--- src/rtl/run_ctrl_pkg.sv ---
// Shared definitions for the core run controller: FSM state encoding and run modes.
package run_ctrl_pkg;

   typedef enum logic [1:0] {
      ST_RESET = 2'd0,
      ST_RUN   = 2'd1,
      ST_STEP  = 2'd2,
      ST_HALT  = 2'd3
   } state_e;

   localparam logic [1:0] MODE_FREE   = 2'd0;
   localparam logic [1:0] MODE_BUDGET = 2'd1;
   localparam logic [1:0] MODE_SSTEP  = 2'd2;

   // Mode 3 falls back to free-run, so only single-step selects STEP.
   function automatic state_e entry_state(input logic [1:0] mode);
      return (mode == MODE_SSTEP) ? ST_STEP : ST_RUN;
   endfunction

endpackage

--- src/rtl/sw_debounce.sv ---
// One-bit switch debouncer: 2-flop synchroniser, stability counter, registered output.
module sw_debounce #(
   parameter int unsigned DEBOUNCE_CYCLES = 4,
   parameter logic        RST_VAL         = 1'b1
) (
   input  logic iClk,
   input  logic iRst,
   input  logic iRaw,
   output logic oSw
);

   localparam int unsigned CNT_W = (DEBOUNCE_CYCLES > 1) ? $clog2(DEBOUNCE_CYCLES) : 1;

   logic             r_sync1;
   logic             r_sync2;
   logic             r_stable;
   logic             r_out;
   logic [CNT_W-1:0] r_cnt;

   // A change is accepted on the DEBOUNCE_CYCLES-th consecutive differing sample.
   always_ff @(posedge iClk) begin
      if (iRst) begin
         r_sync1  <= RST_VAL;
         r_sync2  <= RST_VAL;
         r_stable <= RST_VAL;
         r_out    <= RST_VAL;
         r_cnt    <= '0;
      end else begin
         r_sync1 <= iRaw;
         r_sync2 <= r_sync1;
         r_out   <= r_stable;
         if (r_sync2 != r_stable) begin
            if (r_cnt == CNT_W'(DEBOUNCE_CYCLES - 1)) begin
               r_stable <= r_sync2;
               r_cnt    <= '0;
            end else begin
               r_cnt <= r_cnt + CNT_W'(1);
            end
         end else begin
            r_cnt <= '0;
         end
      end
   end

   assign oSw = r_out;

endmodule

--- src/rtl/core_run_ctrl.sv ---
// Run controller for the single-cycle core: reset pulse, clock-enable modes,
// saturating cycle counter and debounced switches.
module core_run_ctrl
   import run_ctrl_pkg::*;
#(
   parameter int unsigned          SW_WIDTH        = 8,
   parameter logic [SW_WIDTH-1:0]  SW_RESET        = '1,
   parameter int unsigned          RST_CYCLES      = 2,
   parameter int unsigned          DEBOUNCE_CYCLES = 4,
   parameter int unsigned          CNT_WIDTH       = 16,
   parameter int unsigned          MAX_CYCLES      = 1250
) (
   input  logic                 iClk,
   input  logic                 iRst,
   input  logic [1:0]           iMode,
   input  logic                 iStep,
   input  logic                 iHaltReq,
   input  logic                 iResume,
   input  logic [SW_WIDTH-1:0]  iSwitch,
   output logic                 oCoreRst_n,
   output logic                 oCoreEn,
   output logic [CNT_WIDTH-1:0] oCycles,
   output logic [1:0]           oState,
   output logic                 oHalted,
   output logic                 oLimitHit,
   output logic [SW_WIDTH-1:0]  oSwitch
);

   localparam int unsigned HOLD_W = (RST_CYCLES > 1) ? $clog2(RST_CYCLES) : 1;

   state_e               r_state;
   state_e               w_state_nxt;
   logic [HOLD_W-1:0]    r_hold,    w_hold_nxt;
   logic [CNT_WIDTH-1:0] r_budget,  w_budget_nxt;
   logic [CNT_WIDTH-1:0] r_cycles,  w_cycles_nxt;
   logic                 r_bmode,   w_bmode_nxt;
   logic                 r_en,      w_en_nxt;
   logic                 r_rst_n,   w_rst_n_nxt;
   logic                 r_limit,   w_limit_nxt;
   logic                 r_halted,  w_halted_nxt;
   logic                 r_step_pend, w_step_pend_nxt;
   logic                 r_halt_q;
   logic                 r_step_hist;

   logic w_hold_done;
   logic w_budget_last;
   logic w_resume;
   logic w_load;

   assign w_hold_done   = (r_hold == HOLD_W'(RST_CYCLES - 1));
   assign w_budget_last = r_bmode && (r_budget == CNT_WIDTH'(1));
   assign w_resume      = iResume && !iHaltReq;
   assign w_load        = ((r_state == ST_RESET) && w_hold_done) ||
                          ((r_state == ST_HALT) && w_resume);

   always_ff @(posedge iClk) begin
      if (iRst) r_state <= ST_RESET;
      else      r_state <= w_state_nxt;
   end

   // Halt acts on the registered request, leaving the core one in-flight cycle.
   always_comb begin
      w_state_nxt = r_state;
      case (r_state)
         ST_RESET: if (w_hold_done)                w_state_nxt = entry_state(iMode);
         ST_RUN:   if (r_halt_q || w_budget_last)  w_state_nxt = ST_HALT;
         ST_STEP:  if (r_halt_q)                   w_state_nxt = ST_HALT;
         ST_HALT:  if (w_resume)                   w_state_nxt = entry_state(iMode);
         default:                                  w_state_nxt = ST_RESET;
      endcase
   end

   always_comb begin
      w_hold_nxt      = r_hold;
      w_budget_nxt    = r_budget;
      w_bmode_nxt     = r_bmode;
      w_limit_nxt     = r_limit;
      w_cycles_nxt    = r_cycles;
      w_rst_n_nxt     = (w_state_nxt != ST_RESET);
      w_halted_nxt    = (w_state_nxt == ST_HALT);
      w_en_nxt        = (w_state_nxt == ST_RUN) ||
                        ((r_state == ST_STEP) && (w_state_nxt == ST_STEP) && r_step_pend);
      w_step_pend_nxt = (r_state == ST_STEP) && iStep && !r_step_hist;

      if ((r_state == ST_RESET) && !w_hold_done) w_hold_nxt = r_hold + HOLD_W'(1);
      if (r_en && (r_cycles != '1))              w_cycles_nxt = r_cycles + CNT_WIDTH'(1);

      if (w_load) begin
         w_budget_nxt = CNT_WIDTH'(MAX_CYCLES);
         w_bmode_nxt  = (iMode == MODE_BUDGET);
      end else if ((r_state == ST_RUN) && r_bmode) begin
         w_budget_nxt = r_budget - CNT_WIDTH'(1);
      end

      if ((r_state == ST_RUN) && w_budget_last)  w_limit_nxt = 1'b1;
      if ((r_state == ST_HALT) && w_resume)      w_limit_nxt = 1'b0;
   end

   always_ff @(posedge iClk) begin
      if (iRst) begin
         r_hold      <= '0;
         r_budget    <= CNT_WIDTH'(MAX_CYCLES);
         r_bmode     <= 1'b0;
         r_cycles    <= '0;
         r_en        <= 1'b0;
         r_rst_n     <= 1'b0;
         r_limit     <= 1'b0;
         r_halted    <= 1'b0;
         r_step_pend <= 1'b0;
         r_halt_q    <= 1'b0;
         r_step_hist <= 1'b1;
      end else begin
         r_hold      <= w_hold_nxt;
         r_budget    <= w_budget_nxt;
         r_bmode     <= w_bmode_nxt;
         r_cycles    <= w_cycles_nxt;
         r_en        <= w_en_nxt;
         r_rst_n     <= w_rst_n_nxt;
         r_limit     <= w_limit_nxt;
         r_halted    <= w_halted_nxt;
         r_step_pend <= w_step_pend_nxt;
         r_halt_q    <= iHaltReq;
         r_step_hist <= iStep;
      end
   end

   for (genvar g = 0; g < SW_WIDTH; g++) begin : g_deb
      sw_debounce #(
         .DEBOUNCE_CYCLES (DEBOUNCE_CYCLES),
         .RST_VAL         (SW_RESET[g])
      ) u_deb (
         .iClk (iClk),
         .iRst (iRst),
         .iRaw (iSwitch[g]),
         .oSw  (oSwitch[g])
      );
   end

   assign oCoreRst_n = r_rst_n;
   assign oCoreEn    = r_en;
   assign oCycles    = r_cycles;
   assign oState     = r_state;
   assign oHalted    = r_halted;
   assign oLimitHit  = r_limit;

endmodule
--- config.mk ---
export PLATFORM = sky130hd
export DESIGN_NAME = core_run_ctrl
export DESIGN_NICKNAME = d
export VERILOG_FILES = /design/src/rtl/run_ctrl_pkg.sv /design/src/rtl/sw_debounce.sv /design/src/rtl/core_run_ctrl.sv
export SDC_FILE = /design/constraint.sdc
export NUM_CORES = 1
export LEC_CHECK = 0
export CORE_MARGIN = 4
export CORE_UTILIZATION = 45
export DETAILED_ROUTE_END_ITERATION = 8
export GPL_TIMING_DRIVEN = 0
export PLACE_DENSITY = 0.74
export SYNTH_ARGS = -nofsm -noshare
export SYNTH_HDL_FRONTEND = slang
export SYNTH_SLANG_ARGS = --single-unit
--- constraint.sdc ---
create_clock -name iClk -period 4.9 [get_ports iClk]
set_input_delay 0.49 -clock iClk [delete_from_list [all_inputs] [get_ports iClk]]
set_output_delay 0.49 -clock iClk [all_outputs]
set_load 0.05 [all_outputs]
==> results of run 1 <==
placed cells by master, fill, tap and decap left out, types with 3 or more instances in the layout:
master,synthesis,routed
a21oi_1,19,19
clkdlybuf4s50_1,0,44
ha_1,11,11
xnor2_1,9,9
buf_4,8,8
xor2_1,7,7
dfxtp_1,91,91
mux2_2,8,8
or2_2,26,26
nand3_1,8,8
inv_1,15,15
o31ai_1,4,4
nand4_1,7,7
nor3_1,4,4
nor2b_1,11,11
clkbuf_1,12,13
mux2i_1,9,9
nand2_1,30,30
clkbuf_8,0,10
or4_1,4,4
o21ai_0,8,8
nand3b_1,3,3
or3_1,17,17
and4b_1,3,3
nor2_1,35,35
state kept, by name, summed over array words and instances, names as in the netlist:
signal	flops
g_deb.u_deb.r_cnt	16
oCycles	16
r_budget	16
g_deb.u_deb.oSw	8
g_deb.u_deb.r_stable	8
g_deb.u_deb.r_sync1	8
g_deb.u_deb.r_sync2	8
oState	2
oCoreEn	1
oCoreRst_n	1
oHalted	1
oLimitHit	1
r_bmode	1
r_halt_q	1
r_hold	1
r_step_hist	1
r_step_pend	1
worst max-delay path: stages, from the launching register on:
cell and delay (ns):
dfxtp_1 0.45, ha_1 0.25, nand4_1 0.19, nor3_1 0.76, a21boi_0 0.33, mux2_2 0.34
power groups by stage:
stage | clock, mW | combinational, mW | sequential (mW)
finish | 0.512 | 0.109 | 0.765
detailed placement | 0 | 0.110 | 0.782
floorplan | 0 | 0.0499 | 0.801
global route | 0.559 | 0.120 | 0.767
global placement | 0 | 0.108 | 0.782
CTS | 0.523 | 0.111 | 0.765
routing by layer:
metal  track usage  vias to the layer above
met5             0                        -
met4        0.0662                        0
met3        0.0425                       10
met2         0.247                       53
met1         0.195                     1347
li1              -                     1434
area by class of cell:
cell class / instances / share of cell area
Multi-Input combinational cell: 258 / 0.379
Sequential cell: 91 / 0.409
Tap cell: 102 / 0.0286
Clock buffer: 11 / 0.0317
Timing Repair Buffer: 44 / 0.0988
Clock inverter: 5 / 0.0138
Buffer: 23 / 0.0267
Inverter: 15 / 0.0126
Yosys cell counts (all sizes together), types with 2 or more instances:
cell	instances
clkbuf	12
nor4	3
dfxtp	91
and3	2
a211oi	3
nor2	35
buf	11
or2	27
nand4b	2
xor2	7
inv	15
and4b	3
a21boi	2
o41ai	2
nor2b	11
nand3	8
or3	18
o311ai	2
or4	5
nand2	30
and4	2
mux2i	9
a21oi	19
ha	11
mux2	8
nor3	4
nand3b	3
or3b	2
o21ai	8
xnor2	9
nand4	7
o31ai	4
per-stage QoR:
| step | setup WS, ns | cells |
|---|---|---|
| 3_3_place_gp | 2.29 | 533 |
| 4_1_cts | 2.50 | 549 |
| 2_1_floorplan | 2.55 | 387 |
| 5_1_grt | 2.24 | 549 |
| 6_report | 2.47 | 549 |
| 3_5_place_dp | 2.28 | 533 |
cells by family after synthesis:
logic type,Yosys count,synth area share
DFF,91,0.494
buffers and inverters,38,0.0475
muxes,17,0.0489
AOI/OAI and AO/OA,48,0.0835
xor gates and xnor gates,16,0.0380
adders and majority gates,11,0.0373
and+or+nand+nor,166,0.251
path summary, 6_finish.rpt:
path / endpoint / cells after the start / slack, ns / start
worst min register to register: g_deb[2].u_deb.r_sync2 / 1 / 0.41 / g_deb[2].u_deb.r_sync1
worst min-delay path: g_deb[2].u_deb.r_sync2 / 1 / 0.41 / g_deb[2].u_deb.r_sync1
worst max register to register: oCycles[0] / 5 / 2.47 / oCycles[0]
worst max-delay path: oCycles[0] / 5 / 2.47 / oCycles[0]
==> flow_metrics.tcl, run 1 <==
set metrics [dict create \
    io_buffers 44 \
    dr_wl_met3_um 296 \
    cts_resized 0 \
    multi_input_area_um2 1690 \
    arrival_ns 2.68 \
    syn_area_per_cell_um2 9.53 \
    clock_skew_ns 0.00445 \
    pwr-share-comb 0.079 \
    syn2layout_area_growth_pct 20.9 \
    switching_share 0.240 \
    setup_viol 0 \
    yosysTopAreaCell "dfxtp_1" \
    cts_tree "yes" \
    p_leak_nw 1.63 \
    hpwl_um 5160 \
    cp_max_fo 9 \
    netlist_area_um2 3690 \
    ff_latch_area_um2 1820 \
    power.internal_mw 1.05 \
    grt_antenna_before_repair 0 \
    drive_above_1_share 0.145 \
    synth_edf_count 0 \
    power.density_nw_per_um2 311 \
    outcome "finished, final reports clean" \
    netlist-cell-type-count 53 \
    clk_pin_slew_worst_paths_ns 0.09 \
    tightest_slew_ns 0.935 \
    grt_pass1_vias 2744 \
    grtUsageTotal 0.154 \
    synth_warnings 0 \
    avgViaCountPerCell 5.18 \
    max-cap-violations 0 \
    max_freq_ghz 0.411 \
    fin_nets 468 \
    dr_wl_met2_um 3390 \
    worstSkewPairLatency_ns 0.35 \
    cts.sinks 91 \
    dr_total_vias 2844 \
    synth-async-reset-ratio 0 \
    fin_area_um2 4460 \
    start_util 0.470 \
    place_area_um2 4260 \
    p_switching_mw 0.333 \
    drv_slew 0 \
    total_power_mw 1.39 \
    slew_headroom 0.372 \
    antenna_cells 0 \
    wl_per_cell_um 12.9 \
    die_h_um 98.5 \
    critPathLaunchType "flop" \
    yosysSeqAreaShare 0.494 \
    hold_ws_ns 0.414 \
    dr.pass1.iters 4 \
    fin_tns_setup_ns 0 \
    cts_hold_buf 0 \
    core_area_um2 7850 \
    die_w_um 98.5 \
    ios 45 \
    period_needed_ns 2.43 \
    power_frac_clock 0.369 \
    gp_congestion 0.861 \
    grt_overflow 0 \
    drt_iter0_drc 91 \
    mappedNetlistNets 413 \
    crit_type "flop to flop" \
    finish.utilization 0.568 \
    ctsHtreeMaxLevel 3 \
    synthCells 387 \
    die_area_um2 9710 \
    m1WireLength_um 3290 \
    fin_crit_sh 0.497 \
    routed_wl_um 7070 \
    seqPwrFrac 0.552 \
    row_count 32 \
    yosys.area.top_type_share 0.494 \
    highest-signal-layer "met4" \
    cts_setup_buffers 0 \
    crit_required_ns 5.15 \
    hold_class "flop to flop" \
    fill_cells 710 \
    cts_buffers 9 \
    endpoint_kind "flop" \
    grt_pass1_wl_um 12300 \
    hold_viol_final 0 \
    cts_buffer_depth 2 \
    netlist_top_cells_area "dfxtp_1 49%, or2_2 4.4%, ha_1 3.7%" \
    grt_max_degree 16 \
    cts_root_buffer "clkbuf_8" \
    ys_ff_latch 91 \
    drc 0 \
    synth-main-ff-cell "dfxtp_1" \
    worst_ir_drop_vdd_v 0.000171 \
    final_antenna_net_count 0 \
    rsz0062_at_grt "false" \
]
No activity file was read; power rests on OpenSTA's default activity.
==> run 2: changes to the inputs <==
--- a/config.mk
+++ b/config.mk
@@ -9,7 +9,7 @@
 export CORE_UTILIZATION = 45
 export DETAILED_ROUTE_END_ITERATION = 8
 export GPL_TIMING_DRIVEN = 0
-export PLACE_DENSITY = 0.74
+export PLACE_DENSITY = 0.76
 export SYNTH_ARGS = -nofsm -noshare
 export SYNTH_HDL_FRONTEND = slang
 export SYNTH_SLANG_ARGS = --single-unit
==> constraint.sdc (replaced) <==
create_clock -name iClk -period 2.14 [get_ports iClk]
set_input_delay 0.214 -clock iClk [delete_from_list [all_inputs] [get_ports iClk]]
set_output_delay 0.214 -clock iClk [all_outputs]
set_load 0.05 [all_outputs]
==> flow_metrics.tcl, run 2 (synthesized netlist as in run 1, its figures left out) <==
set metrics [dict create \
    crit_type "flop to flop" \
    cts_buffer_depth 2 \
    dr.pass1.iters 4 \
    drt_iter0_drc 81 \
    arrival_ns 2.31 \
    ff2ff_path_depth 4 \
    start_util 0.470 \
    die_w_um 98.5 \
    crit_buf_inv 0 \
    routed_wl_um 7280 \
    cts_buffers 9 \
    die_h_um 98.5 \
    holdPathStages 2 \
    critPathLaunchType "flop" \
    die_area_um2 9710 \
    max_freq_ghz 0.486 \
    fin_crit_sh 0.961 \
    crit_path_frequent_cell "or4_4" \
    reg2reg_slack_ns 0.08 \
    worst_slack_ns 0.0836 \
    slowest_stage "or4_4" \
    drive_above_1_share 0.160 \
    syn2layout_area_growth_pct 22.7 \
    grt_pass1_vias 2700 \
    setup_viol 0 \
    outcome "finished, final reports clean" \
    worst_ir_drop_vdd_v 0.000328 \
    layout_common_cells "90 x dfxtp_1, 44 x clkdlybuf4s50_1, 35 x nor2_1" \
    hpwl_um 5190 \
    fin_nets 472 \
    clk_pin_slew_worst_paths_ns 0.09 \
    grt_max_degree 17 \
    rsz0062_at_grt "false" \
    hold_class "primary input to flop" \
    slowest_delay_ns 0.56 \
    drc 0 \
    gp_congestion 0.871 \
    power.density_nw_per_um2 727 \
    grtUsageTotal 0.151 \
    max-cap-violations 0 \
    endpoint_kind "flop" \
    cts.sinks 91 \
    dr_total_vias 2843 \
    final_common_cell "dfxtp_1" \
    multi_input_area_um2 1710 \
    cp_cell_sequence "or4_4, or2_4, or4_4, a31o_1" \
    worstSkewPairLatency_ns 0.36 \
    row_count 32 \
    period_needed_ns 2.06 \
    wl_per_cell_um 13.2 \
    cts_root_buffer "clkbuf_8" \
    hold_ws_ns 0.409 \
    critPathTopFamily "simple AND/OR/NAND/NOR gates" \
    tightest_slew_ns 0.660 \
    hold_viol_final 0 \
    grt_overflow 0 \
    crit_required_ns 2.39 \
    place_ws_ns -0.139 \
    io_buffers 44 \
    ios 45 \
    grt_pass1_wl_um 12100 \
    cp_max_fo 7 \
    final_antenna_net_count 0 \
    antenna_cells 0 \
    total_power_mw 3.29 \
    core_area_um2 7850 \
    clock_skew_ns 0.0105 \
    p_leak_nw 1.68 \
    finish.utilization 0.577 \
    avgViaCountPerCell 5.14 \
    crit_cells 4 \
    grt_antenna_before_repair 0 \
    fill_cells 678 \
    cts_tree "yes" \
    ctsHtreeMaxLevel 3 \
    slew_headroom 0.557 \
    drv_slew 0 \
    ff_latch_area_um2 1820 \
    fin_tns_setup_ns 0 \
]
-- run 2: what timing repair did --
| action | CTS | global route |
|---|---|---|
| resized for setup | 1 | 1 |
| endpoints found under the setup margin | 1 | 3 |
| hold buffers | 0 | 0 |
| buffers inserted | 0 | 4 |
| pin swaps | 0 | 2 |
| hold endpoints to repair | 0 | 0 |
-- run 2: per-layer routing --
| metal | vias to the layer above | track usage | share of wire |
|---|---|---|---|
| met5 | - | 0 | 0 |
| met4 | 0 | 0.0756 | 0.021 |
| met3 | 12 | 0.0326 | 0.041 |
| met2 | 59 | 0.251 | 0.47 |
| met1 | 1329 | 0.186 | 0.46 |
| li1 | 1443 | - | - |
-- run 2: power by group --
group	total [mW]	internal, mW	switching [mW]
Sequential	1.75	1.73	0.0219
Clock	1.29	0.673	0.616
Combinational	0.249	0.102	0.147
-- run 2: final timing paths --
| path | startpoint | endpoint |
|---|---|---|
| worst min-delay path | iSwitch[6] | g_deb[6].u_deb.r_sync1 |
| worst max register to register | r_budget[10] | oCoreEn |
| worst min register to register | g_deb[2].u_deb.r_sync1 | g_deb[2].u_deb.r_sync2 |
| worst max-delay path | r_budget[10] | oCoreEn |
-- run 2: through the flow --
stage | std cells | area (µm²)
3_5_place_dp | 533 | 4260
4_1_cts | 549 | 4490
5_1_grt | 553 | 4520
3_3_place_gp | 533 | 4260
6_report | 553 | 4520
2_1_floorplan | 387 | 3690
-- run 2: worst reg2reg max path, cell delays in order (launching register included) --
cell and delay [ns]:
dfxtp_1 0.37, or4_4 0.56, or2_4 0.25, or4_4 0.52
a31o_1 0.25
-- run 2: area by class of cell --
cell class	count	share of cell area
buffer	23	0.0263
clock buffer	10	0.0282
clock inverter	6	0.0210
inverter	15	0.0124
multi-input combinational	258	0.377
sequential	91	0.403
tap	102	0.0282
timing repair buffer	48	0.104
